### config.mk
export PLATFORM = sky130hd
export DESIGN_NAME = seg7_scan_capture
export DESIGN_NICKNAME = d
export VERILOG_FILES = /design/src/rtl/seg7_pkg.sv /design/src/rtl/seg7_pattern_decode.sv /design/src/rtl/seg7_scan_capture.sv
export SDC_FILE = /design/constraint.sdc
export NUM_CORES = 1
export LEC_CHECK = 0
export BUFFER_PORTS_ARGS = -buffer_cell sky130_fd_sc_hd__clkbuf_2
export CAP_MARGIN = 0
export CELL_PAD_IN_SITES_DETAIL_PLACEMENT = 1
export CELL_PAD_IN_SITES_GLOBAL_PLACEMENT = 1
export CORE_MARGIN = 2
export CORE_UTILIZATION = 46
export DETAILED_ROUTE_END_ITERATION = 7
export PLACE_DENSITY = 0.84
export SLEW_MARGIN = 30
export SYNTH_ARGS = -nofsm -noshare
export SYNTH_HDL_FRONTEND = slang
export SYNTH_SLANG_ARGS = --single-unit
### constraint.sdc
create_clock -name clk -period 5.1 [get_ports clk]
set_input_delay 1.53 -clock clk [delete_from_list [all_inputs] [get_ports clk]]
set_output_delay 1.53 -clock clk [all_outputs]
set_load 0.01 [all_outputs]
### src/rtl/seg7_pkg.sv
// Shared seven-segment encodings (active-low, gfedcba) and scan-capture helpers,
// used by both the digit driver and the receive-side capture.
package seg7_pkg;

  localparam logic [6:0] SEG_0     = 7'b1000000;
  localparam logic [6:0] SEG_1     = 7'b1111001;
  localparam logic [6:0] SEG_2     = 7'b0100100;
  localparam logic [6:0] SEG_3     = 7'b0110000;
  localparam logic [6:0] SEG_4     = 7'b0011001;
  localparam logic [6:0] SEG_5     = 7'b0010010;
  localparam logic [6:0] SEG_6     = 7'b0000010;
  localparam logic [6:0] SEG_7     = 7'b1111000;
  localparam logic [6:0] SEG_8     = 7'b0000000;
  localparam logic [6:0] SEG_9     = 7'b0010000;
  localparam logic [6:0] SEG_BLANK = 7'b1111111;

  localparam logic [3:0] NIBBLE_BLANK = 4'hF;

  typedef enum logic [1:0] {
    IDLE   = 2'd0,
    SETTLE = 2'd1,
    HOLD   = 2'd2
  } cap_state_t;

  // Select buses are at most 8 wide; narrower ones are zero-extended by the caller.
  function automatic logic is_onehot(input logic [7:0] v);
    return (v != 8'd0) && ((v & (v - 8'd1)) == 8'd0);
  endfunction

endpackage

### src/rtl/seg7_pattern_decode.sv
// Combinational decode of an active-low seven-segment pattern back to a digit,
// flagging the all-off pattern as blank and anything unrecognised as an error.
module seg7_pattern_decode
  import seg7_pkg::*;
(
  input  logic [6:0] seg,
  output logic [3:0] value,
  output logic       blank,
  output logic       err
);

  always_comb begin
    value = NIBBLE_BLANK;
    blank = 1'b0;
    err   = 1'b0;
    case (seg)
      SEG_0:     value = 4'd0;
      SEG_1:     value = 4'd1;
      SEG_2:     value = 4'd2;
      SEG_3:     value = 4'd3;
      SEG_4:     value = 4'd4;
      SEG_5:     value = 4'd5;
      SEG_6:     value = 4'd6;
      SEG_7:     value = 4'd7;
      SEG_8:     value = 4'd8;
      SEG_9:     value = 4'd9;
      SEG_BLANK: blank = 1'b1;
      default:   err   = 1'b1;
    endcase
  end

endmodule

### src/rtl/seg7_scan_capture.sv
// Samples a scanned seven-segment bus, waits for each (pattern, select) pair to be
// stable for STABLE_CYCLES samples, then decodes and stores it per digit position.
module seg7_scan_capture
  import seg7_pkg::*;
#(
  parameter  int DIGITS        = 4,
  parameter  int STABLE_CYCLES = 4,
  localparam int IDX_W         = (DIGITS > 1) ? $clog2(DIGITS) : 1
) (
  input  logic                  clk,
  input  logic                  rst,
  input  logic [6:0]            seg_in,
  input  logic [DIGITS-1:0]     dig_sel,
  output logic [4*DIGITS-1:0]   digit_value,
  output logic [DIGITS-1:0]     digit_blank,
  output logic [DIGITS-1:0]     digit_err,
  output logic                  upd_valid,
  output logic [IDX_W-1:0]      upd_index,
  output logic [3:0]            upd_value,
  output logic                  upd_err
);

  logic [6:0]        s_seg;
  logic [DIGITS-1:0] s_sel;
  cap_state_t        state;
  logic [7:0]        cnt;

  logic [7:0]        sel_ext;
  logic              in_onehot;
  logic              same;
  logic              capture;
  logic [7:0]        cnt_inc;
  logic [IDX_W-1:0]  cap_idx;
  logic [3:0]        dec_value;
  logic              dec_blank;
  logic              dec_err;

  function automatic logic [IDX_W-1:0] sel_index(input logic [DIGITS-1:0] sel);
    logic [IDX_W-1:0] idx;
    idx = '0;
    for (int i = 0; i < DIGITS; i++)
      if (sel[i]) idx = IDX_W'(i);
    return idx;
  endfunction

  always_comb begin
    sel_ext              = 8'd0;
    sel_ext[DIGITS-1:0]  = dig_sel;
  end

  // The incoming sample is compared against the registered one, so the counter
  // already reads 1 after the first edge that samples a new one-hot pattern.
  assign in_onehot = is_onehot(sel_ext);
  assign same      = (seg_in == s_seg) && (dig_sel == s_sel);
  assign capture   = (state == SETTLE) && (cnt >= 8'(STABLE_CYCLES));
  assign cnt_inc   = (cnt == 8'hFF) ? cnt : cnt + 8'd1;
  assign cap_idx   = sel_index(s_sel);

  seg7_pattern_decode u_decode (
    .seg   (s_seg),
    .value (dec_value),
    .blank (dec_blank),
    .err   (dec_err)
  );

  always_ff @(posedge clk) begin
    if (rst) begin
      s_seg       <= SEG_BLANK;
      s_sel       <= '0;
      state       <= IDLE;
      cnt         <= 8'd0;
      digit_value <= {DIGITS{NIBBLE_BLANK}};
      digit_blank <= '1;
      digit_err   <= '0;
      upd_valid   <= 1'b0;
      upd_index   <= '0;
      upd_value   <= NIBBLE_BLANK;
      upd_err     <= 1'b0;
    end else begin
      s_seg     <= seg_in;
      s_sel     <= dig_sel;
      upd_valid <= 1'b0;

      // Capture always uses the stable registered sample, whatever arrives now.
      if (capture) begin
        digit_value[4*int'(cap_idx) +: 4] <= dec_value;
        digit_blank[cap_idx]              <= dec_blank;
        digit_err[cap_idx]                <= dec_err;
        upd_valid                         <= 1'b1;
        upd_index                         <= cap_idx;
        upd_value                         <= dec_value;
        upd_err                           <= dec_err;
      end

      if (!in_onehot) begin
        state <= IDLE;
        cnt   <= 8'd0;
      end else begin
        case (state)
          IDLE: begin
            state <= SETTLE;
            cnt   <= 8'd1;
          end
          SETTLE: begin
            if (!same) begin
              cnt <= 8'd1;
            end else begin
              cnt <= cnt_inc;
              if (capture) state <= HOLD;
            end
          end
          HOLD: begin
            if (!same) begin
              state <= SETTLE;
              cnt   <= 8'd1;
            end else begin
              cnt <= cnt_inc;
            end
          end
          default: begin
            state <= IDLE;
            cnt   <= 8'd0;
          end
        endcase
      end
    end
  end

endmodule

==> metrics.md <==
| Metric | Value |
|---|---|
| Most frequent cells in the layout | dfxtp_1, clkbuf_2, nand2_1, nor2_1, a221o_1 |
| Via Count | 2235 |
| Final Total Pwr | 827 uW |
| Drt wl/cell | 17.3 um |
| Syn Std Cell Area | 0.00266 sq mm |
| Crit Reg-Reg Endpoint | digit_value[15] |
| Largest family of logic cells by synthesized area | compound AO/OA/AOI/OAI gates |
| Setup Buffers After CTS | 0 |
| Die Y | 80.0 um |
| PwrDens | ~280 mW/mm^2 |
| Nets | 346 |
| Placed Cells | 385 |
| Max cap viols | 0 |
| Vias per cell | 5.69 |
| Asr flop ratio synth | 0% |
| Reg2reg path depth | 6 |
| Kind of critical path | input pin to flip-flop |
| Clock Path Buffers | 2 |
| Core footprint | 0.00554 sq mm |
| Adder-cell share of the synthesized area | between 6 and 7% |
| Commonest non-fill, non-tap cell in the layout | dfxtp_1 |
| Yosys Warn Count | 0 |
| Number of flops mapped to enable cells by yosys | 0 |
| Num CTS Buffers | 5 |
| CTS tree | yes |
| Initial antenna violation count | 0 |
| Worst hold path startpoint | digit_value[13] |
| CP Max Fanout | 7 |
| Unrepaired setup endpoints after global routing | no |
| Worst Max-Slew Pin Slew | 0.914 ns |
| Final period utilization | roughly 55% |
| Final Hold Viols | 0 |
| Cts hold-fix bufs | 0 |
| F_max | about 0.36 GHz |
| Routability cong. | 0.791 |
| Post-synthesis simple-gate area fraction | 20.5% |
| Hold Path Cell Cnt | 1 |
| First-pass GRT wire length | 11.2 mm |
| Worst setup SP type | input pin |
| TritonRoute pass-1 iters | 4 |
| Htree depth | 2 |
| Hold Path End | digit_value[13] |
| Die width | 80.0 um |
| Mux share of post-synthesis cell area | less than 1% |
| Antenna Nets Post-Route | 0 |
| # DRC | 0 |
| Post-DP HPWL | 4.84 mm |
| Finished Layout Cells | 393 |
| Number of global-route vias before repair | 2302 |
| Data required, critical path | 5.33 ns |
| CTS root buf | clkbuf_8 |
| Area grow syn2layout | 12.3% |
| Post_cts resized | 0 |
| Syn avg cell area | 9.36 sq um |
| Min Tclk post-route | 2.80 ns |
| Crit Reg-Reg Startpoint | s_sel[2] |
| Total Die Area | 0.00640 sq mm |
| # setup viols final | 0 |
| Ys flop type | dfxtp_1 |
| Max_slew headroom | 39.0% |
| Post-place setup slack | 2.00 ns |
| Fill cells | 686 |
| Io pins | 45 |
| Final TNS setup | 0 ns |
| Largest net degree at the start of global routing | 55 |
| Detailed Route WL | 6.82 mm |
| Worst skew pair latency | 0.31 ns |
| Overflow after GRT | 0 |
| #FFs+latches synth | 53 |
| All-Layer GR Usage | 22.6% |
| Status | complete, no violations |
| Post-Layout Inst Area | 0.00298 sq mm |
| Hold Path Class | flip-flop to flip-flop |
| Compound-cell area share of the yosys netlist | 21.5% |
| Cell variety after synth | 54 |
| Final Skew | between 0.006 and 0.007 ns |
| Data arrival, critical path | 3.03 ns |
| Reg-to-reg setup timing slack | 2.55 ns |
| Clock sink count | 53 |
| Post-synthesis xor/xnor area fraction | 6.26% |
| Endpoint class of the critical path | flip-flop |
| Placement Cell Area | 0.00288 sq mm |
| Setup ws final | 2.30 ns |
| Initial core utilization | 48.0% |
| Initial drt markers | 110 |
| Register area share after synthesis | 39.9% |
| Max-slew violations | 0 |
| VDD IR max | 169 uV |
| Net Count, Synth | 310 |
| Post-Syn Instances | 284 |
| Share of layout cells above drive strength 1 | 22.4% |
| Rows | 27 |
| Diode count | 0 |
| P_leak | around 0.0011 uW |
| Reg clk slew, reported paths | 0.10 ns |
| Port Buffers | 44 |
==> how the worst max path moves through the flow <==
stage	start	endpoint	depth (start not counted)
finish	dig_sel[0]	cnt[7]	6
global route	dig_sel[0]	cnt[3]	6
global placement	dig_sel[0]	state[0]	6
CTS	rst	cnt[7]	4
detailed placement	rst	cnt[4]	4
floorplan	dig_sel[0]	state[0]	5
==> cell type report <==
class | instances | area, sq um | share of cell area [%]
Clock buffer | 7 | 96.3 | 3.23
Clock inverter | 1 | 5.00 | 0.168
Inverter | 12 | 45.0 | 1.51
Multi-Input combinational cell | 204 | 1470 | 49.1
Sequential cell | 53 | 1060 | 35.6
Tap cell | 72 | 90.1 | 3.02
Timing Repair Buffer | 44 | 220 | 7.38
==> Yosys cell counts, types with 6 or more instances <==
| master | n | area, sq um |
|---|---|---|
| nor2_1 | 20 | 75.1 |
| nor3_1 | 7 | 35.0 |
| nand2_1 | 21 | 78.8 |
| dfxtp_1 | 53 | 1060 |
| o31ai_1 | 6 | 45.0 |
| or3_1 | 6 | 37.5 |
| xor2_1 | 15 | 131 |
| a221o_1 | 16 | 160 |
| inv_1 | 11 | 41.3 |
| a21oi_1 | 13 | 65.1 |
| ha_1 | 13 | 163 |
| or2_2 | 7 | 43.8 |
| nand3_1 | 11 | 55.1 |
| clkbuf_1 | 7 | 26.3 |
==> state kept, by name, indices dropped and copies added, names as in the netlist <==
name	cells
digit_value	16
cnt	8
s_seg	7
digit_blank	4
digit_err	4
s_sel	4
upd_value	4
state	2
upd_index	2
upd_err	1
upd_valid	1
==> per-stage QoR <==
stage,hold slack (ns),utilization [%]
after global placement,0.451,51.8
final,0.492,53.9
after detailed placement,0.467,51.9
after floorplan,0.506,-
after CTS,0.489,53.8
after global routing,0.506,53.9
==> power by group <==
group          total [uW]  switching, uW  internal, uW
registers             443           19.1           424
logic                 126           77.5          48.1
clock network         258            135           123
total                 827            232           595
==> logic make-up (layout without fill, tap and decap cells) <==
family,after synthesis,in the layout
AND/OR/NAND/NOR,103,103
adder cells (fa/ha/maj),13,13
AO/OA/AOI/OAI,68,68
flip-flops,53,53
buffers and inverters,27,64
XOR/XNOR,19,19
multiplexers,1,1
==> critical path: stages <==
cell and delay [ns]:
clkbuf_2 0.09, inv_1 0.06, or4_4 0.56, a21oi_1 0.32, nand2_1 0.26, a21oi_1 0.19
==> per-layer routing <==
metal / vias to the layer above / global-route usage, % / part of all wire (%)
met4: 0 / 8.14 / 1.6
met2: 42 / 37.3 / 49
met3: 11 / 4.07 / 3.2
met1: 1084 / 29.3 / 46
li1: 1098 / - / -
met5: - / 0 / 0
Note: power is estimated with default switching activity, not from simulation.
